File: config.mk
export PLATFORM = sky130hd
export DESIGN_NAME = bnn_neuron_seq
export DESIGN_NICKNAME = d
export VERILOG_FILES = /design/src/rtl/bnn_neuron_seq.sv
export SDC_FILE = /design/constraint.sdc
export NUM_CORES = 1
export LEC_CHECK = 0
export ABC_AREA = 0
export BUFFER_PORTS_ARGS = -buffer_cell sky130_fd_sc_hd__buf_2
export CORE_MARGIN = 1.5
export CORE_UTILIZATION = 60
export DETAILED_ROUTE_END_ITERATION = 12
export GPL_TIMING_DRIVEN = 0
export PLACE_DENSITY = 0.8
export REMOVE_ABC_BUFFERS = 1
export SYNTH_ARGS = -nofsm -noshare
export SYNTH_HDL_FRONTEND = slang
export SYNTH_SLANG_ARGS = --single-unit
File: constraint.sdc
create_clock -name clk -period 6.8 [get_ports clk]
set_clock_uncertainty 0.05 [all_clocks]
set_input_delay 0.68 -clock clk [delete_from_list [all_inputs] [get_ports clk]]
set_output_delay 0.68 -clock clk [all_outputs]
set_load 0.02 [all_outputs]
File: src/rtl/bnn_neuron_seq.sv
// Sequential binarised neuron: popcounts CHUNK-wide activation beats against serially loaded weights
// and fires a registered axon once the full vector has been accumulated.

module bnn_neuron_seq_lane (
    input  logic mode,
    input  logic w,
    input  logic x,
    output logic m
);
    assign m = mode ? ~(w ^ x) : (w & x);
endmodule

module bnn_neuron_seq #(
    parameter int INPUTS    = 32,
    parameter int CHUNK     = 8,
    parameter int BIAS_BITS = 6
) (
    input  logic             clk,
    input  logic             reset,
    input  logic             setup,
    input  logic             param_in,
    output logic             param_out,
    input  logic             in_valid,
    input  logic [CHUNK-1:0] in_chunk,
    output logic             busy,
    output logic             axon,
    output logic             out_valid
);
    localparam int L     = INPUTS + BIAS_BITS + 1;
    localparam int BEATS = INPUTS / CHUNK;
    localparam int ACC_W = $clog2(INPUTS) + 1;
    localparam int CNT_W = (BEATS > 1) ? $clog2(BEATS) : 1;

    typedef enum logic [0:0] {IDLE, ACCUM} state_t;

    state_t                          state, state_n;
    logic [L-1:0]                    chain;
    logic [ACC_W-1:0]                acc, acc_n, pop;
    logic [CNT_W-1:0]                cnt, cnt_n;
    logic                            fire;
    logic                            mode;
    logic [BIAS_BITS-1:0]            bias;
    logic [BEATS-1:0][CHUNK-1:0]     wbeats;
    logic [CHUNK-1:0]                wbeat, match;

    assign mode      = chain[L-1];
    assign bias      = chain[INPUTS +: BIAS_BITS];
    assign wbeats    = chain[INPUTS-1:0];
    assign wbeat     = wbeats[cnt];
    assign param_out = chain[L-1];
    assign busy      = (state == ACCUM);

    for (genvar j = 0; j < CHUNK; j++) begin : g_lane
        bnn_neuron_seq_lane u_lane (
            .mode (mode),
            .w    (wbeat[j]),
            .x    (in_chunk[j]),
            .m    (match[j])
        );
    end

    always_comb begin
        pop = '0;
        for (int i = 0; i < CHUNK; i++) pop = pop + ACC_W'(match[i]);
    end

    // setup outranks in_valid and aborts any partial vector
    always_comb begin
        state_n = state;
        acc_n   = acc;
        cnt_n   = cnt;
        fire    = 1'b0;
        if (setup) begin
            state_n = IDLE;
            acc_n   = '0;
            cnt_n   = '0;
        end else if (in_valid) begin
            if (state == IDLE) begin
                acc_n = pop;
                if (BEATS == 1) begin
                    fire  = 1'b1;
                    cnt_n = '0;
                end else begin
                    cnt_n   = CNT_W'(1);
                    state_n = ACCUM;
                end
            end else begin
                acc_n = acc + pop;
                if (cnt == CNT_W'(BEATS - 1)) begin
                    fire    = 1'b1;
                    cnt_n   = '0;
                    state_n = IDLE;
                end else begin
                    cnt_n = cnt + CNT_W'(1);
                end
            end
        end
    end

    always_ff @(posedge clk) begin
        if (reset) begin
            state     <= IDLE;
            chain     <= '0;
            acc       <= '0;
            cnt       <= '0;
            axon      <= 1'b0;
            out_valid <= 1'b0;
        end else begin
            state     <= state_n;
            acc       <= acc_n;
            cnt       <= cnt_n;
            out_valid <= fire;
            if (setup) chain <= {chain[L-2:0], param_in};
            if (fire)  axon  <= (32'(acc_n) > 32'(bias));
        end
    end
endmodule

; Word-level counts from Yosys, hierarchy flattened
; Cells that the tools add are included.
[classes]
n_addsub = 9
order_cmp = 2
n_eq_ne = 1
n_mux = 21
bitwise = 24
reduce_logical = 1
[ops]
columns = operator, n
row1 = 6-bit 2-to-1 mux, 3
row2 = 8-bit binary-select mux with 2-bit select, 1
row3 = 1-bit 2-to-1 mux, 14
row4 = 6-bit by 1-bit adder with 6-bit output, 2
row5 = 1-bit AND, 8
row6 = 8-bit 2-to-1 mux, 1
row7 = 1-bit NOT, 8
row8 = 1-bit bitwise XOR, 8
row9 = 5-bit by 1-bit adder with 6-bit output, 1
row10 = 6-bit adder, 1
row11 = 6-bit greater-than comparator, 1
row12 = 4-bit by 1-bit adder with 5-bit output, 1
row13 = 3-bit by 1-bit adder with 4-bit output, 1
row14 = 2-bit 2-to-1 mux, 2
row15 = 2-bit by 1-bit adder with 3-bit output, 1
row16 = "2-bit by 3-bit < comparator with 1-bit output, second input constant", 1
row17 = 1-bit by 1-bit adder with 2-bit output, 1
row18 = "2-bit by 1-bit adder with 2-bit output, second input constant", 1
row19 = "2-bit equality test, second input constant", 1
row20 = 2-bit OR reduction, 1
[word_totals]
register_bits = 50
in_bits = 13
output_inout_bits = 4
elab_cells = 64

; Depth between registers and ports, before layout
[logic_depth]
depth_word = 17
ltp_mapped = 22

; By module
; A second synthesis with hierarchy kept.
[unflattened]
hier_cells = 282
hier_area_um2 = 2787.7
[modules_own_cells]
columns = mod, n_inst, cells_each, area_each_um2, seq_area_each_um2
row1 = bnn_neuron_seq, 1, 258, 2577.5, 1001.0
row2 = bnn_neuron_seq_lane, 8, 3, 26.3, 0.0

; Worst setup path after synthesis
; Ideal clock, no wire load.
[synth_path]
path_kind = flip-flop to flip-flop
start = reg cnt[0]
end = reg axon
setup_time_ns = 0.124
arrival_time_ns = 5.637
required_time_ns = 6.626
slack_ns = 0.989
stages_incl_launch_ff = 22
path_buffers = 1
synth_period_minus_slack_ns = 5.811
cell_sequence = dfxtp_1 > buf_2 > mux4_2 > ha_1 > a21oi_1 > fa_1 > fa_1 > fa_1 > ha_1 > inv_1 > fa_1 > xnor2_1 > ha_1 > or2_2 > a21o_1 > a31oi_1 > a211oi_1 > ha_1 > a21o_1 > a21o_1 > a211oi_1 > o21ai_0
[synth_via]
elab_chain_len = 17
[synth_rtl]
columns = item, line_no
row1 = "start, declared", 39  ; logic [CNT_W-1:0] cnt, cnt_n;
row2 = "start signal, assigned", 111  ; cnt <= cnt_n;
row3 = 8-bit binary-select mux with 2-bit select *, 49  ; assign wbeat = wbeats[cnt];
row4 = 8-bit 2-to-1 mux (implied by the code) *, 49
row5 = 1-bit bitwise XOR, 10  ; assign m = mode ? ~(w ^ x) : (w & x);
row6 = 1-bit NOT, 10
row7 = 1-bit 2-to-1 mux, 10
row8 = 1-bit by 1-bit adder with 2-bit output, 64  ; for (int i = 0; i < CHUNK; i++) pop = pop + ACC_W'(match[i]);
row9 = 2-bit by 1-bit adder with 3-bit output, 64
row10 = 3-bit by 1-bit adder with 4-bit output, 64
row11 = [... 2 more ...], --
row12 = 6-bit by 1-bit adder with 6-bit output, 64
row13 = 6-bit by 1-bit adder with 6-bit output *, 64
row14 = 6-bit adder, 88  ; acc_n = acc + pop;
row15 = 6-bit 2-to-1 mux *, 78  ; if (state == IDLE) begin
row16 = 6-bit 2-to-1 mux *, 77  ; end else if (in_valid) begin
row17 = 6-bit 2-to-1 mux *, 73  ; if (setup) begin
row18 = net acc_n[3], 38  ; logic [ACC_W-1:0] acc, acc_n, pop;
row19 = 6-bit greater-than comparator *, 114  ; if (fire) axon <= (32'(acc_n) > 32'(bias));
row20 = "end signal, assigned", 114
row21 = "end, declared", 26  ; output logic axon,
; The timed path passes the listed nets; every way through them passes the cells marked *. The select of a mux whose other input is x is not followed.
; A chain may end at the register's enable or synchronous reset.

; Final worst setup path
; Same ends and word-level chain as after synthesis.

==> results.sh <==
export IMPL_status="complete, no violations"
export IMPL_async_reset_ff_share_pct=0
export IMPL_hold_buffers=0
export IMPL_cp_end_kind="register"
export IMPL_synth_common_cells="nor2_1 (59), dfxtp_1 (50), mux2i_1 (44)"
export IMPL_grt_pass1_vias=1894
export IMPL_synth_edff_count=0
export IMPL_ys_warnings_count=0
export IMPL_diodes=0
export IMPL_fin_nets=325
export IMPL_min_to="chain[21]$_SDFFE_PP0P_"
export IMPL_vias_per_cell=5.75
export IMPL_critical_path_class="register to register"
export IMPL_peakVddDrop_mv=0.109
export IMPL_drc=0
export IMPL_synthesis_area_um2=2750
export IMPL_grt_ovfl_total=0
export IMPL_hp_class="register to register"
export IMPL_regToRegSetupSlack_ns=0.44
export IMPL_die_h_um=70.6
export IMPL_place_hpwl_mm=3.46
export IMPL_cp_top_family="adder cells"
export IMPL_whs_ns=0.477
export IMPL_place_gp_congestion=0.807
export IMPL_core_area_um2=4380
export IMPL_layout_drive_gt1_share_pct=12.2
export IMPL_io_pins=17
export IMPL_yosysMostFrequentCell="nor2_1"
export IMPL_synthCells=281
export IMPL_synthAdderAreaFrac_pct=13.7
export IMPL_grt_max_degree=51
export IMPL_power_leakage_nw=1.33
export IMPL_slew_violations=0
export IMPL_worstPathRequired_ns=6.93
export IMPL_cts_sinks=50
export IMPL_worstPathArrival_ns=6.48
export IMPL_cts_tree="done"
export IMPL_firstDrtPassIters=4
export IMPL_synth_top_area_share_pct=36.5
export IMPL_worstPathCellList="mux4_2, ha_1, a21oi_1, fa_1, fa_1, fa_1, ha_1, inv_1, fa_1, xnor2_1, ha_1, or2_2, a21o_1, a31oi_1, a211oi_1, ha_1, a21o_1, a21o_1, a211oi_1, o21ai_0"
export IMPL_ys_seq_area_share_pct=36.5
export IMPL_cp_max_fo=11
export IMPL_cp_start_kind="register"
export IMPL_yosys_area_share_simple_pct=13.7
export IMPL_hold_viol=0
export IMPL_total_power_uw=544
export IMPL_critPathMaxStageDelay_ns=0.59
export IMPL_area_delta_synth_final_pct=6.15
export IMPL_synthTopCellsByArea="dfxtp_1 (36%), mux2i_1 (16%), ha_1 (10%)"
export IMPL_tightest_slew_ns=1.30
export IMPL_initial_utilization_pct=62.6
export IMPL_grt_pass1_wl_mm=8.70
export IMPL_clk_latency_ns=0.30
export IMPL_hold_depth=2
export IMPL_synth_xor_area_share_pct=0.638
export IMPL_relSlewSlack_pct=13.3
export IMPL_dp_cells=330
export IMPL_hp_start="chain[21]$_SDFFE_PP0P_"
export IMPL_ys_ff_latch=50
export IMPL_routedWlPerCell_um=15.0
export IMPL_die_area_um2=4990
export IMPL_port_buffers=16
export IMPL_finalNonFillerCells=338
export IMPL_grt_total_usage_pct=21.6
export IMPL_clockBufferDepth=2
export IMPL_clkTransAtPathRegs_ns=0.09
export IMPL_post_route_util_pct=66.5
export IMPL_synth_ff_type="dfxtp_1"
export IMPL_p_per_area_nw_per_um2=187
export IMPL_r2r_cells=20
export IMPL_fin_crit_sh_pct=93.5
export IMPL_drtAntennaViolNets=0
export IMPL_synth_top_family_by_area="multiplexers"
export IMPL_drtIter0Drc=109
export IMPL_dieWidth_um=70.6
export IMPL_critPathBufInv=1
export IMPL_period_needed_ns=6.36
export IMPL_synth_compound_area_share_pct=7.61
export IMPL_antenna_found_initial=0
export IMPL_ys_types=34
export IMPL_vias=1942
export IMPL_setup_viol=0
export IMPL_rr_endpoint="axon$_SDFFE_PP0P_"
export IMPL_synth_avg_cell_area_um2=9.77
export IMPL_rsz0062_at_grt="false"
export IMPL_numCtsBuffers=5
export IMPL_rows=24
export IMPL_tns_ns=0
export IMPL_critPathSlowestCell="mux4_2"
export IMPL_worstReg2RegStart="cnt[0]$_SDFFE_PP0P_"
export IMPL_fmax_ghz=0.157
export IMPL_drt_wl_total_mm=5.07
export IMPL_htree_levels=2
export IMPL_root_buffer="clkbuf_8"
export IMPL_maxCapViolations=0
export IMPL_synthMuxAreaShare_pct=22.6
export IMPL_yosysTopAreaCell="dfxtp_1"
## power by group
part | total [mW] | switching, mW | internal (mW) | leakage [nW]
clock network | 0.208 | 0.0988 | 0.109 | 0.0504
registers | 0.298 | 0.00380 | 0.294 | 0.404
logic | 0.0370 | 0.0208 | 0.0162 | 0.877
total | 0.544 | 0.123 | 0.420 | 1.33
## logic make-up after synthesis
| kind of cell | Yosys count |
|---|---|
| buffers and inverters | 33 |
| AOI/OAI and AO/OA | 32 |
| adders and majority gates | 27 |
| DFF | 50 |
| and+or+nand+nor | 85 |
| xor gates and xnor gates | 2 |
| muxes | 52 |
## how the worst max path moves through the flow
stage | start | end | slack [ns] | cells after the start
global route | cnt[0]$_SDFFE_PP0P_ | axon$_SDFFE_PP0P_ | 0.11 | 20
finish | cnt[0]$_SDFFE_PP0P_ | axon$_SDFFE_PP0P_ | 0.44 | 20
floorplan | cnt[0]$_SDFFE_PP0P_ | axon$_SDFFE_PP0P_ | 0.92 | 20
global placement | cnt[0]$_SDFFE_PP0P_ | axon$_SDFFE_PP0P_ | 0.38 | 20
CTS | cnt[0]$_SDFFE_PP0P_ | axon$_SDFFE_PP0P_ | 0.23 | 20
detailed placement | cnt[0]$_SDFFE_PP0P_ | axon$_SDFFE_PP0P_ | 0.30 | 20
## what timing repair did
action / 4_1_cts / 5_1_grt
gates resized for setup: 0 / 2
endpoints found under the setup margin: 0 / 1
buffers inserted: 0 / 0
## worst min-delay path: cells and delay by family (launching register included)
kind / cells / cell delay, ns
simple gates: 1 / 0.07
mux: 1 / 0.07
flops: 1 / 0.35
## routing by layer
| metal | track usage [%] | vias to the layer above | routed length [um] |
|---|---|---|---|
| met5 | 0 | - | 0 |
| li1 | - | 976 | - |
| met2 | 34.1 | 31 | 2380 |
| met1 | 31.4 | 930 | 2490 |
| met3 | 2.99 | 5 | 133 |
| met4 | 6.29 | 0 | 63 |
## cells in the final DEF, fill, tap and decap left out, types with 4 or more instances in the layout
cell type and n:
a211oi_1 5, a21o_1 4, a21oi_1 10, buf_2 16
clkbuf_8 5, dfxtp_1 48, fa_1 5, ha_1 22
inv_1 14, mux2i_1 44, mux4_2 8, nand2_1 7
nor2_1 59, o21ai_0 4
## metrics by stage
step	setup WS [ns]	area [um^2]
detailed placement	0.302	2800
global placement	0.378	2800
global route	0.109	2910
finish	0.444	2910
CTS	0.233	2910
floorplan	0.923	2650
## cell type report
type                            instances  area (um^2)
Clock buffer                            5         68.8
Clock inverter                          3         45.0
Fill cell                             347         1470
Inverter                               14         52.6
Multi-Input combinational cell        198         1600
Sequential cell                        50         1000
Tap cell                               52         65.1
Timing Repair Buffer                   16         80.1
## registers in the layout, summed over array words and instances (netlist names)
name       count
chain         39
acc            6
cnt            2
axon           1
busy           1
out_valid      1
No activity file was read; power rests on OpenSTA's default activity.
